## src/rtl/regfile_wb_ctrl_if.sv

```systemverilog
// Writeback-controller bus: ALU result, load issue/return, hazard query and
// the register-file write port (WE3/A3/WD3).
interface regfile_wb_ctrl_if #(
    parameter int unsigned data_width = 32,
    parameter int unsigned adr_width  = 5,
    parameter int unsigned LQ_DEPTH   = 4
);
    localparam int unsigned CNT_W = $clog2(LQ_DEPTH) + 1;

    logic                  alu_valid;
    logic [adr_width-1:0]  alu_rd;
    logic [data_width-1:0] alu_data;

    logic                  issue_ld;
    logic [adr_width-1:0]  issue_rd;

    logic                  ld_valid;
    logic                  ld_ready;
    logic [adr_width-1:0]  ld_rd;
    logic [data_width-1:0] ld_data;

    logic [adr_width-1:0]  rs1;
    logic [adr_width-1:0]  rs2;
    logic                  stall;

    logic                  WE3;
    logic [adr_width-1:0]  A3;
    logic [data_width-1:0] WD3;
    logic [CNT_W-1:0]      lq_count;

    // Execute/memory/decode side: drives requests, observes status and writes
    modport master (
        output alu_valid, alu_rd, alu_data,
        output issue_ld, issue_rd,
        output ld_valid, ld_rd, ld_data,
        output rs1, rs2,
        input  ld_ready, stall,
        input  WE3, A3, WD3, lq_count
    );

    // Writeback controller side
    modport slave (
        input  alu_valid, alu_rd, alu_data,
        input  issue_ld, issue_rd,
        input  ld_valid, ld_rd, ld_data,
        input  rs1, rs2,
        output ld_ready, stall,
        output WE3, A3, WD3, lq_count
    );
endinterface

```

## src/rtl/regfile_wb_ctrl.sv

```systemverilog
// Register-file writeback controller: merges ALU results and queued load
// returns onto the single write port and tracks pending loads per register.
// Optional feature macro: WB_BYPASS_EN (load return with empty queue and no
// ALU write goes straight to the write port, skipping the queue).
module regfile_wb_ctrl #(
    parameter int unsigned data_width = 32,
    parameter int unsigned adr_width  = 5,
    parameter int unsigned LQ_DEPTH   = 4
) (
    input  logic              clk,
    input  logic              rst_n,
    regfile_wb_ctrl_if.slave  bus
);
    localparam int unsigned PTR_W = $clog2(LQ_DEPTH);
    localparam int unsigned CNT_W = PTR_W + 1;
    localparam int unsigned NREG  = 1 << adr_width;

    // Load queue storage and bookkeeping
    logic [adr_width-1:0]  lq_rd_q   [LQ_DEPTH];
    logic [data_width-1:0] lq_data_q [LQ_DEPTH];
    logic [PTR_W-1:0]      wr_ptr_q, wr_ptr_d;
    logic [PTR_W-1:0]      rd_ptr_q, rd_ptr_d;
    logic [CNT_W-1:0]      count_q,  count_d;

    // Registered write port
    logic                  we_q,       we_d;
    logic [adr_width-1:0]  a_q,        a_d;
    logic [data_width-1:0] wd_q,       wd_d;
    logic                  src_load_q, src_load_d;

    // Pending-load scoreboard
    logic [NREG-1:0]       pend_q, pend_d;

    logic full_c;
    logic empty_c;
    logic bypass_c;
    logic push_c;
    logic pop_c;

    assign full_c  = (count_q == CNT_W'(LQ_DEPTH));
    assign empty_c = (count_q == '0);

`ifdef WB_BYPASS_EN
    // Idle write port and empty queue: the returning load takes the port directly
    assign bypass_c = bus.ld_valid && empty_c && !bus.alu_valid;
`else
    assign bypass_c = 1'b0;
`endif

    // Ready depends only on registered occupancy, so a full queue never accepts
    assign push_c = bus.ld_valid && !full_c && !bypass_c;
    assign pop_c  = !bus.alu_valid && !empty_c;

    // Queue pointer and occupancy update
    always_comb begin
        wr_ptr_d = wr_ptr_q;
        rd_ptr_d = rd_ptr_q;
        count_d  = count_q;
        if (push_c) begin
            wr_ptr_d = wr_ptr_q + PTR_W'(1);
        end
        if (pop_c) begin
            rd_ptr_d = rd_ptr_q + PTR_W'(1);
        end
        if (push_c && !pop_c) begin
            count_d = count_q + CNT_W'(1);
        end else if (pop_c && !push_c) begin
            count_d = count_q - CNT_W'(1);
        end
    end

    // Write arbitration: ALU first, then queue head, then bypassed load
    always_comb begin
        we_d       = 1'b0;
        a_d        = a_q;
        wd_d       = wd_q;
        src_load_d = 1'b0;
        if (bus.alu_valid) begin
            if (bus.alu_rd != '0) begin
                we_d = 1'b1;
                a_d  = bus.alu_rd;
                wd_d = bus.alu_data;
            end
        end else if (pop_c) begin
            if (lq_rd_q[rd_ptr_q] != '0) begin
                we_d       = 1'b1;
                a_d        = lq_rd_q[rd_ptr_q];
                wd_d       = lq_data_q[rd_ptr_q];
                src_load_d = 1'b1;
            end
        end else if (bypass_c) begin
            if (bus.ld_rd != '0) begin
                we_d       = 1'b1;
                a_d        = bus.ld_rd;
                wd_d       = bus.ld_data;
                src_load_d = 1'b1;
            end
        end
    end

    // Scoreboard: clear on the commit edge of a load write, set on issue (set wins)
    always_comb begin
        pend_d = pend_q;
        if (we_q && src_load_q) begin
            pend_d[a_q] = 1'b0;
        end
        if (bus.issue_ld && (bus.issue_rd != '0)) begin
            pend_d[bus.issue_rd] = 1'b1;
        end
        pend_d[0] = 1'b0;
    end

    // Control state registers
    always_ff @(posedge clk or negedge rst_n) begin
        if (!rst_n) begin
            wr_ptr_q   <= '0;
            rd_ptr_q   <= '0;
            count_q    <= '0;
            we_q       <= 1'b0;
            a_q        <= '0;
            wd_q       <= '0;
            src_load_q <= 1'b0;
            pend_q     <= '0;
        end else begin
            wr_ptr_q   <= wr_ptr_d;
            rd_ptr_q   <= rd_ptr_d;
            count_q    <= count_d;
            we_q       <= we_d;
            a_q        <= a_d;
            wd_q       <= wd_d;
            src_load_q <= src_load_d;
            pend_q     <= pend_d;
        end
    end

    // Queue payload storage; contents are only meaningful under count_q
    always_ff @(posedge clk) begin
        if (push_c) begin
            lq_rd_q[wr_ptr_q]   <= bus.ld_rd;
            lq_data_q[wr_ptr_q] <= bus.ld_data;
        end
    end

    assign bus.ld_ready = !full_c;
    assign bus.stall    = pend_q[bus.rs1] | pend_q[bus.rs2] | full_c;
    assign bus.WE3      = we_q;
    assign bus.A3       = a_q;
    assign bus.WD3      = wd_q;
    assign bus.lq_count = count_q;

endmodule

```

## src/flat_wrapper.sv

```systemverilog
// flat-port wrapper written by rule: the top's interface ports become plain ports
module regfile_wb_ctrl_flat 
#(
    parameter int unsigned data_width = 32,
    parameter int unsigned adr_width  = 5,
    parameter int unsigned LQ_DEPTH   = 4
)
  (clk, rst_n, bus_alu_valid, bus_alu_rd, bus_alu_data, bus_issue_ld, bus_issue_rd, bus_ld_valid, bus_ld_rd, bus_ld_data, bus_rs1, bus_rs2, bus_ld_ready, bus_stall, bus_WE3, bus_A3, bus_WD3, bus_lq_count);
  regfile_wb_ctrl_if #(.data_width(data_width), .adr_width(adr_width), .LQ_DEPTH(LQ_DEPTH)) bus_i ();
  input  logic clk;
  input  logic rst_n;
  input wire logic [$bits(bus_i.alu_valid)-1:0] bus_alu_valid;
  input wire logic [$bits(bus_i.alu_rd)-1:0] bus_alu_rd;
  input wire logic [$bits(bus_i.alu_data)-1:0] bus_alu_data;
  input wire logic [$bits(bus_i.issue_ld)-1:0] bus_issue_ld;
  input wire logic [$bits(bus_i.issue_rd)-1:0] bus_issue_rd;
  input wire logic [$bits(bus_i.ld_valid)-1:0] bus_ld_valid;
  input wire logic [$bits(bus_i.ld_rd)-1:0] bus_ld_rd;
  input wire logic [$bits(bus_i.ld_data)-1:0] bus_ld_data;
  input wire logic [$bits(bus_i.rs1)-1:0] bus_rs1;
  input wire logic [$bits(bus_i.rs2)-1:0] bus_rs2;
  output wire logic [$bits(bus_i.ld_ready)-1:0] bus_ld_ready;
  output wire logic [$bits(bus_i.stall)-1:0] bus_stall;
  output wire logic [$bits(bus_i.WE3)-1:0] bus_WE3;
  output wire logic [$bits(bus_i.A3)-1:0] bus_A3;
  output wire logic [$bits(bus_i.WD3)-1:0] bus_WD3;
  output wire logic [$bits(bus_i.lq_count)-1:0] bus_lq_count;
  assign bus_i.alu_valid = bus_alu_valid;
  assign bus_i.alu_rd = bus_alu_rd;
  assign bus_i.alu_data = bus_alu_data;
  assign bus_i.issue_ld = bus_issue_ld;
  assign bus_i.issue_rd = bus_issue_rd;
  assign bus_i.ld_valid = bus_ld_valid;
  assign bus_i.ld_rd = bus_ld_rd;
  assign bus_i.ld_data = bus_ld_data;
  assign bus_i.rs1 = bus_rs1;
  assign bus_i.rs2 = bus_rs2;
  assign bus_ld_ready = bus_i.ld_ready;
  assign bus_stall = bus_i.stall;
  assign bus_WE3 = bus_i.WE3;
  assign bus_A3 = bus_i.A3;
  assign bus_WD3 = bus_i.WD3;
  assign bus_lq_count = bus_i.lq_count;
  regfile_wb_ctrl #(.data_width(data_width), .adr_width(adr_width), .LQ_DEPTH(LQ_DEPTH)) u_core (.clk(clk), .rst_n(rst_n), .bus(bus_i));
endmodule
```

## config.mk

```make
export PLATFORM = sky130hd
export DESIGN_NAME = regfile_wb_ctrl_flat
export DESIGN_NICKNAME = d
export VERILOG_FILES = /design/src/rtl/regfile_wb_ctrl_if.sv /design/src/rtl/regfile_wb_ctrl.sv /design/src/flat_wrapper.sv
export SDC_FILE = /design/constraint.sdc
export NUM_CORES = 1
export LEC_CHECK = 0
export BUFFER_PORTS_ARGS = -buffer_cell sky130_fd_sc_hd__buf_2
export CORE_MARGIN = 4
export CORE_UTILIZATION = 25
export CTS_BUF_LIST = sky130_fd_sc_hd__clkbuf_2 sky130_fd_sc_hd__clkbuf_4 sky130_fd_sc_hd__clkbuf_8
export CTS_CLUSTER_DIAMETER = 200
export CTS_CLUSTER_SIZE = 10
export DETAILED_ROUTE_END_ITERATION = 6
export GPL_ROUTABILITY_DRIVEN = 1
export GPL_TIMING_DRIVEN = 0
export PLACE_DENSITY = 0.52
export SLEW_MARGIN = 40
export SYNTH_ARGS = -nofsm -noshare
export SYNTH_HDL_FRONTEND = slang
export SYNTH_SLANG_ARGS = --single-unit
```

## constraint.sdc

```tcl
create_clock -name clk -period 4.7 [get_ports clk]
set_input_delay 0.47 -clock clk [delete_from_list [all_inputs] [get_ports clk]]
set_output_delay 0.47 -clock clk [all_outputs]
set_load 0.03 [all_outputs]
```

* Word-level counts from Yosys, hierarchy flattened *
Memories as Yosys holds them, arrays and structs flattened.
Cells that the tools add are included.
W data, S select, Z words.

operators by class
  add/subtract/negate cells = 4
  $lt $le $gt $ge = 6
  equal/unequal tests = 2
  mux-type cells = 27
  bitwise operators = 5
  reduce and logical (&&, ||, !) cells = 21

operators by type and width
  kind                   number
  $mux W32               6
  $and A32 B32 Y32       1
  $not A32 Y32           1
  $or A32 B32 Y32        1
  $lt A5 B6 Y1 const B   4
  $mux W5                4
  $reduce_bool A5 Y1     3
  $mux W1                11
  $bmux W1 S5            2
  $demux W1 S5           2
  $ge A5 B1 Y1 const B   2
  $logic_and A1 B1 Y1    8
  $mux W3                2
  $reduce_bool A2 Y1     3
  $logic_not A1 Y1       5
  $add A2 B1 Y2 const B  2
  $add A3 B1 Y3 const B  1
  $eq A3 B3 Y1 const B   1
  $logic_not A3 Y1       1
  $reduce_and A3 Y1      1
  $sub A3 B1 Y3 const B  1
  $ne A2 B1 Y1 const B   1
  $or A1 B1 Y1           2

storage, ports and cells
  flip-flop bits (word level) = 77
  bits in writable memories = 148
  input port bits = 94
  output and inout port bits = 43
  memories = 2

memory list
  memory            words  width  read ports  clocked after Yosys merged registers in  wr ports  line                   text
  u_core.lq_data_q  4      32     1           0                                        1         regfile_wb_ctrl.sv:20  logic [data_width-1:0] lq_data_q [LQ_DEPTH];
  u_core.lq_rd_q    4      5      1           0                                        1         regfile_wb_ctrl.sv:19  logic [adr_width-1:0] lq_rd_q [LQ_DEPTH];

* Logic depth before layout (Yosys ltp) *
Gate-level depths: netlist of run 1.

  word-level depth = 9
  gate-level depth with buffers = 10
  depth with buffers taken out = 9

* Worst setup path after synthesis of run 1 *
No wires, ideal clock.

  kind = register to register
  from = register u_core.count_q[0], in the netlist u_core.bus.lq_count[0]
  to = register u_core.count_q[2], in the netlist u_core.bus.lq_count[2]
  data arrival time = 2.773 ns
  required time = 4.619 ns
  path slack = 1.846 ns
  stages on the path, launching flop included = 11
  buffers on the path = 1
  path through = dfrtp_1 > nor3_1 > nor2_1 > inv_1 > buf_1 > ha_1 > inv_1 > fa_1 > xor2_1 > nor2_1 > xor2_1

on the way
  word-level cells in the longest chain between the ends = 6
  elaborated cells between the ends (all ways) = 15
  those cells by class = add/sub: 2; eq/ne: 1; mux: 2; reduce/logical: 10

RTL lines
  what                                                   line                    text
  start, declared                                        regfile_wb_ctrl.sv:23   logic [CNT_W-1:0] count_q, count_d;
  start signal, assigned                                 regfile_wb_ctrl.sv:127  count_q <= count_d;
  branches (longest 6 deep; another with $sub A3 B1 Y3)  n/a

Several ways; the timed one is not identified. The select of a mux whose other input is x is not followed.
A chain may end at the register's enable or synchronous reset.

* Worst setup path after layout of run 1 *
Same ends and word-level chain as after synthesis.

==> out/summary.txt, run 1 <==
Post-synthesis sequential element count = 225
Fillers = 4142
CTS max path bufs = 3
Crit path buf inv count = 4
CP max stage cell = nor3_2
Critical-path maximum fanout = 10
Ys flop type = edfxtp_1
Initial DRT Pass Iterations = 5
Most frequent cells in the layout = edfxtp_1 (148), buf_2 (138), dfrtp_1 (77)
NumNets Final = 979
Hold Vio Cnt, Final = 0
Initial antenna violation count = 7
Setup repair bufs after CTS = 0
Total congestion overflow = 0
CTS H-Tree Depth = 1
Clock Pin Slew Worst Setup and Hold Paths = 90 ps
Hold depth = 1
Residual DRC = 0
Top delay family on crit path = buffers and inverters
RR Startpoint = u_core.bus.lq_count[0]
Data required, critical path = 5180 ps
RSZ-0062 raised after global routing = no
Max capacitance violation total = 0
P_leak = 0.004430 µW
Die Footprint = 44690 µm²
DRT antenna net count = 0
Num CTS Buffers = 26
Setup tns final = 0 ps
Reg2reg end = u_core.bus.lq_count[2]
Hold Crit Endpoint = u_core.lq_data_q[2][2]
TritonCTS clock tree = done
Worst Skew = 45.00 ps
Sequential fraction of the synthesis area = 61.59%
Core area = 40830 µm²
CP endpoint kind = register
Startpoint Class = register
Endpoints failing setup = 0
Commonest non-fill, non-tap cell in the layout = edfxtp_1
Placement Rows = 74
Netlist cell types = 49
Hold Startpoint = bus_ld_data[2]
Post-route core utilization = 30.20%
Hpwl dp = 22080 µm
Post-synth EDFFs = 148
R2R cell count = 11
VDD IR-drop max = 0.2491 mV
Clock latency on the worst-skew pair = 590 ps
Share of cells above drive strength 1 = 30.02%
Num ports = 137
Status = finished, final reports clean
I/O Buffers = 129
Min cycle time layout = 3224 ps
Synth warn = 0
Sink Count = 225
Via count = 7173
Hold Path Class = input port to register
Avg Inst Size Synth = 14.47 µm²
Post-Syn Instances = 715
First-pass GRT wire length = 46660 µm
Final worst path period share = 68.60%
Setup slack, reg-to-reg = 1480 ps
Area delta synth->final = 19.21%
Crit path arrival time = 3710 ps
Initial core utilization = 25.33%
GP Congestion = 0.8265
Vias in the first global route = 7127
Placed cell area = 11800 µm²
Setup CP Type = register to register
Total global-route track usage = 13.63%
Highest Clock Rate = 0.3101 GHz
Largest net degree at the start of global routing = 42
DRT Wirelength = 31300 µm
WHS = 89.40 ps
Ys async rst share = 34.22%
Synth Cell Area = 10340 µm²
Root buffer cell = clkbuf_8
Slew margin rel. = 46.79%
DR WL/cell = 21.86 µm
Syn nets = 815
Die height = 211.4 µm
Die X = 211.4 µm
Finished Cell Area = 12330 µm²
Crit-path cells = nor3_2 -> buf_4 -> nor2_1 -> inv_1 -> buf_1 -> ha_1 -> inv_1 -> fa_1 -> xor2_1 -> nor2_1 -> xor2_1
Crit path largest cell delay = 530 ps
Placed insts = 1382
Vias per inst = 5.009
Max Slew Vio Count = 0
Fin cells = 1432
Cell Pwr Density = 593.1 nW/µm²
Critical Path Start = u_core.bus.lq_count[0]
Iteration-0 DRC Markers = 557
Worst-Margin Slew = 798.2 ps
[synthesized netlist by cell type (10+ instances only)]
| cell | instances | area share (%) |
|---|---|---|
| o211a_1 | 32 | 3.1 |
| o21ai_1 | 20 | 0.97 |
| o21ai_0 | 75 | 3.6 |
| nand3b_1 | 10 | 0.73 |
| nand3_1 | 36 | 1.7 |
| mux4_2 | 52 | 11 |
| a31oi_1 | 32 | 1.9 |
| clkbuf_1 | 46 | 1.7 |
| dfrtp_1 | 77 | 19 |
| nor3b_1 | 32 | 2.3 |
| edfxtp_1 | 148 | 43 |
| nand4_1 | 34 | 2.1 |
| buf_2 | 10 | 0.48 |
[worst max-delay path by stage]
| stage | to | slack [ps] | depth (start not counted) |
|---|---|---|---|
| after floorplan | u_core.bus.lq_count[2] | 1850 | 10 |
| after global placement | u_core.bus.lq_count[2] | 810 | 10 |
| after detailed placement | u_core.bus.lq_count[2] | 1520 | 11 |
| after CTS | u_core.bus.lq_count[2] | 1480 | 11 |
| after global routing | u_core.bus.lq_count[2] | 1230 | 11 |
| final | u_core.bus.lq_count[2] | 1480 | 11 |
[stage by stage]
stage          power, µW  setup slack [ps]
5_1_grt             7744              1225
4_1_cts             7391              1482
3_3_place_gp        5920             806.6
6_report            7314              1476
3_5_place_dp        6012              1516
2_1_floorplan       4949              1846
[report_power, final]
part | leakage [µW] | internal, µW | switching, µW
sequential | 0.00221 | 2710 | 348
combinational | 0.00195 | 1130 | 1770
clock | 0.000272 | 653 | 711
[sequential cells by signal (all words and copies together) (netlist names)]
name and cells:
u_core.rd_ptr_q 2, u_core.bus.WE3 1, u_core.lq_rd_q 20, u_core.pend_q 31, u_core.lq_data_q 128, u_core.wr_ptr_q 2
u_core.src_load_q 1, u_core.bus.A3 5, u_core.bus.lq_count 3, u_core.bus.WD3 32
[what timing repair did]
item / in CTS / in global routing
hold buffers: 1 / 0
hold endpoints to repair: 40 / 0
resized for setup: 0 / 0
[area by class of cell]
cell class / instances / area, µm² / area share [%]
diodes: 4 / 10.01 / 0.08118
plain buffers: 63 / 295.3 / 2.395
clock buffers: 43 / 485.5 / 3.937
clock inverters: 2 / 23.77 / 0.1928
inverters: 5 / 18.77 / 0.1522
multi-input cells: 422 / 3684 / 29.87
flip-flops and latches: 225 / 6371 / 51.67
well taps: 532 / 665.6 / 5.398
repair buffers: 136 / 777.0 / 6.301
[logic make-up (layout without fill, tap and decap cells)]
group	Yosys count	in the layout	share of synthesized area, %
buffers and inverters	68	249	3.036
multiplexers	70	70	13.17
XOR/XNOR	6	6	0.5080
AO/OA/AOI/OAI	179	179	11.12
flip-flops	225	225	61.59
adder cells (fa/ha/maj)	6	6	0.7984
AND/OR/NAND/NOR	161	161	9.774
other	0	4	0
[routing by layer]
metal	vias up	track usage [%]	part of all wire [%]
li1	3213	-	-
met1	3660	19.52	44
met2	258	21.68	47
met3	34	3.201	8.3
met4	8	2.132	1.3
met5	-	0	0.15
Power figures use the tool's default switching activity.
==> inputs of run 2 (changes only) <==
Clock period 4.7 ns to 3.4 ns, I/O delays scaled along.
==> out/summary.txt, run 2 (synthesis results as in run 1) <==
NumNets Final = 1016
Min cycle time layout = 3086 ps
DRT Wirelength = 31320 µm
Top delay family on crit path = buffers and inverters
Hold Path Class = input port to register
Worst Skew = 37.03 ps
Post-route core utilization = 31.11%
Pre-CTS setup slack = 215.8 ps
Total global-route track usage = 13.68%
CTS H-Tree Depth = 1
Crit-path cells = nor3_4 -> buf_4 -> nor2_1 -> inv_1 -> buf_1 -> ha_1 -> inv_1 -> fa_1 -> xor2_1 -> nor2_1 -> xor2_1
Max Used Layer = met5
Setup slack, reg-to-reg = 310 ps
Hold Crit Endpoint = u_core.bus.WD3[25]
Hold depth = 4
RSZ-0062 raised after global routing = no
Hold Startpoint = bus_alu_data[25]
GP Congestion = 0.8265
DR WL/cell = 21.33 µm
Register with the most flip-flops = u_core.lq_data_q
Critical-path maximum fanout = 10
Endpoints failing setup = 0
R2R cell count = 11
Placement Rows = 74
Status = finished, final reports clean
Vias in the first global route = 7318
RR Startpoint = u_core.bus.lq_count[0]
Reg2reg end = u_core.bus.lq_count[2]
Slew margin rel. = 46.25%
Root buffer cell = clkbuf_8
DRT antenna net count = 0
Initial core utilization = 25.33%
Hpwl dp = 22080 µm
Cell Pwr Density = 797.9 nW/µm²
Max Slew Vio Count = 0
Sink Count = 225
Worst Slack Setup Final = 313.8 ps
Initial antenna violation count = 5
Clock Pin Slew Worst Setup and Hold Paths = 90 ps
Vias per inst = 4.988
Initial DRT Pass Iterations = 5
Clock latency on the worst-skew pair = 590 ps
I/O Buffers = 129
Iteration-0 DRC Markers = 502
Share of cells above drive strength 1 = 28.83%
Largest net degree at the start of global routing = 42
DRT met1 WL = 13970 µm
VDD IR-drop max = 0.3398 mV
Finished Cell Area = 12700 µm²
CTS max path bufs = 3
Die height = 211.4 µm
Die X = 211.4 µm
Via count = 7323
Num ports = 137
Met2 WL post-DR = 14740 µm
Crit path buf inv count = 4
Data required, critical path = 3880 ps
TritonCTS clock tree = done
CP endpoint kind = register
Routed met3 length = 2178 µm
Setup repair bufs after CTS = 0
Commonest non-fill, non-tap cell in the layout = edfxtp_1
Startpoint Class = register
P_leak = 0.004587 µW
Placed cell area = 11800 µm²
Final worst path period share = 90.77%
Die Footprint = 44690 µm²
Residual DRC = 0
Max capacitance violation total = 0
Highest Clock Rate = 0.3240 GHz
Worst-Margin Slew = 800.2 ps
Most frequent cells in the layout = edfxtp_1 (148), buf_2 (138), dfrtp_1 (77)
CP max stage cell = dfrtp_1
Setup CP Type = register to register
Num CTS Buffers = 26
Max reg flops = 128
Crit path arrival time = 3570 ps
Total congestion overflow = 0
Core area = 40830 µm²
Crit path largest cell delay = 500 ps
Hold Vio Cnt, Final = 0
First-pass GRT wire length = 47130 µm
Area delta synth->final = 22.83%
[run 2: report_power, final]
group / switching, µW / total (µW) / internal, µW
combinational: 2450 / 4030 / 1590
clock: 980 / 1880 / 902
sequential: 483 / 4220 / 3740
[run 2: metal layers]
layer / track usage, % / up-vias
met1: 19.67 / 3771
met4: 2.132 / 6
met2: 21.80 / 223
li1: - / 3291
met3: 3.053 / 32
met5: 0 / -
[run 2: worst reg2reg max path: stages, from the launching register on]
cell,delay (ps)
dfrtp_1,500
nor3_4,420
buf_4,240
nor2_1,80
inv_1,190
buf_1,460
ha_1,280
inv_1,60
fa_1,380
xor2_1,150
nor2_1,110
xor2_1,160
[run 2: cell type report]
cell class	instances	area, µm²
repair buffers	173	1147
plain buffers	63	295.3
diodes	3	7.507
flip-flops and latches	225	6371
fillers	4123	28130
clock buffers	43	485.5
well taps	532	665.6
multi-input cells	422	3690
clock inverters	2	23.77
inverters	5	18.77
[run 2: worst max path at each step]
| stage | slack, ps | cells past startpoint | from | endpoint |
|---|---|---|---|---|
| after floorplan | 550 | 10 | u_core.bus.lq_count[0] | u_core.bus.lq_count[2] |
| after global placement | -490 | 10 | u_core.bus.lq_count[0] | u_core.bus.lq_count[2] |
| after detailed placement | 220 | 11 | u_core.bus.lq_count[0] | u_core.bus.lq_count[2] |
| after CTS | 180 | 11 | u_core.bus.lq_count[0] | u_core.bus.lq_count[2] |
| after global routing | 80 | 11 | u_core.bus.lq_count[0] | u_core.bus.lq_count[2] |
| final | 310 | 11 | u_core.bus.lq_count[0] | u_core.bus.lq_count[2] |
[run 2: through the flow]
stage                     hold slack (ps)  setup TNS [ps]  std cells  power [µW]
after floorplan                     44.41               0        715        6842
after global placement              508.0          -946.0       1376        8184
after detailed placement            291.3               0       1382        8311
after CTS                           56.09               0       1465       10250
after global routing                82.37               0       1465       10750
final                               96.67               0       1468       10140
[run 2: what timing repair did]
item	in CTS	in global routing
setup endpoints to repair	0	1
hold buffers	38	0
hold endpoints to repair	188	0
resized for setup	0	1
==> inputs of run 3 (changes only) <==
Clock period 3.4 ns to 3.15 ns, I/O delays scaled along.
==> out/summary.txt, run 3 (synthesis results as in run 1) <==
Status = finished, final reports clean
Critical-path maximum fanout = 14
Num ports = 137
Endpoints failing setup = 0
Iteration-0 DRC Markers = 525
First-pass GRT wire length = 47130 µm
DRT Wirelength = 31330 µm
Vias in the first global route = 7318
Area of the multi-input gates = 3690 µm²
Total global-route track usage = 13.68%
Pre-CTS setup slack = -34.20 ps
Worst Slack Setup Final = 314.8 ps
Max reg flops = 128
Startpoint Class = register
Clock Pin Slew Worst Setup and Hold Paths = 90 ps
Area delta synth->final = 22.76%
Crit path arrival time = 3320 ps
Worst-Margin Slew = 799.9 ps
Vias per inst = 4.984
RSZ-0062 raised after global routing = no
Fillers = 4126
DR WL/cell = 21.37 µm
Switching share of power = 38.61%
Die height = 211.4 µm
Most frequent cells in the layout = edfxtp_1 (148), buf_2 (138), dfrtp_1 (77)
NumNets Final = 1015
Clock latency on the worst-skew pair = 580 ps
Highest Clock Rate = 0.3527 GHz
Root buffer cell = clkbuf_8
Die Footprint = 44690 µm²
Combinational Power Share = 39.8%
Share of cells above drive strength 1 = 28.86%
Hpwl dp = 22080 µm
Hold Vio Cnt, Final = 0
Finished Cell Area = 12700 µm²
Total congestion overflow = 0
P_leak = 0.004586 µW
DRT antenna net count = 0
TritonCTS clock tree = done
Max capacitance violation total = 0
Residual DRC = 0
GP Congestion = 0.8265
Register Area = 6371 µm²
Seq pwr share = 41.7%
Initial core utilization = 25.33%
Setup tns final = 0 ps
Data required, critical path = 3630 ps
CP endpoint kind = register
Via count = 7307
Min cycle time layout = 2835 ps
Die X = 211.4 µm
Clock power frac = 18.6%
Placed cell area = 11800 µm²
Slew margin rel. = 46.68%
VDD IR-drop max = 0.3687 mV
Setup CP Type = register to register
Commonest non-fill, non-tap cell in the layout = edfxtp_1
Final worst path period share = 90.01%
Max Slew Vio Count = 0
Largest net degree at the start of global routing = 42
Initial antenna violation count = 5
Placement Rows = 74
WHS = 76.40 ps
Core area = 40830 µm²
Worst Skew = 32.87 ps
Sink Count = 225
P_sw = 4225 µW
CTS H-Tree Depth = 1
Internal = 6720 µW
I/O Buffers = 129
Hold Path Class = input port to register
Register with the most flip-flops = u_core.lq_data_q
Num CTS Buffers = 26
Initial DRT Pass Iterations = 6
Cell Pwr Density = 861.9 nW/µm²
CTS max path bufs = 3
==> run 3: layout make-up <==
type	count	share of cell area (%)
diodes	2	0.03941
plain buffers	62	2.296
flip-flops and latches	225	50.17
clock inverters	2	0.1872
multi-input cells	422	29.06
repair buffers	173	9.035
well taps	532	5.242
inverters	5	0.1478
clock buffers	43	3.823
==> run 3: timing repair <==
action / 4_1_cts / 5_1_grt
gates resized for setup: 1 / 0
buffers inserted: 0 / 0
endpoints found under the setup margin: 1 / 2
endpoints found under the hold margin: 188 / 0
hold buffers: 38 / 0
==> run 3: worst max-delay path: stages (launching register included) <==
cell	delay, ps
dfrtp_1	500
nor3_4	420
buf_4	230
nor2_1	70
inv_1	410
ha_1	270
inv_1	60
fa_1	380
xor2_1	150
nor2_1	110
xor2_1	160
==> run 3: per-layer routing <==
layer / global-route usage [%] / part of all wire [%] / up-vias / routed length [µm]
li1: - / - / 3290 / -
met2: 21.80 / 47 / 230 / 14640
met5: 0 / 0.13 / - / 41
met1: 19.67 / 45 / 3748 / 14110
met3: 3.053 / 6.8 / 33 / 2143
met4: 2.132 / 1.3 / 6 / 398
==> run 3: power groups by stage <==
stage	combinational (µW)	clock [µW]	sequential (µW)
after global routing	4700	2250	4650
after detailed placement	4360	0	4610
final	4350	2030	4560
after CTS	4420	2100	4560
after floorplan	2450	0	4930
after global placement	4220	0	4610
==> run 3: through the flow <==
| step | util [%] | instances | total power (µW) |
|---|---|---|---|
| floorplan | - | 715 | 7385 |
| global placement | 28.54 | 1376 | 8833 |
| detailed placement | 28.90 | 1382 | 8971 |
| CTS | 31.10 | 1465 | 11080 |
| global route | 31.09 | 1464 | 11610 |
| finish | 31.10 | 1466 | 10940 |
==> run 3: final timing paths <==
path | from | slack [ps] | cells after the start | to
hold reg to reg | u_core.pend_q[20] | 530 | 2 | u_core.pend_q[20]
max in group asynchronous | rst_n | 2350 | 3 | u_core.bus.WD3[9]
setup reg to reg | u_core.bus.lq_count[0] | 310 | 10 | u_core.bus.lq_count[2]
hold / removal | bus_alu_data[25] | 80 | 4 | u_core.bus.WD3[25]
setup / recovery | u_core.bus.lq_count[0] | 310 | 10 | u_core.bus.lq_count[2]
min in group asynchronous | rst_n | 220 | 2 | u_core.pend_q[1]
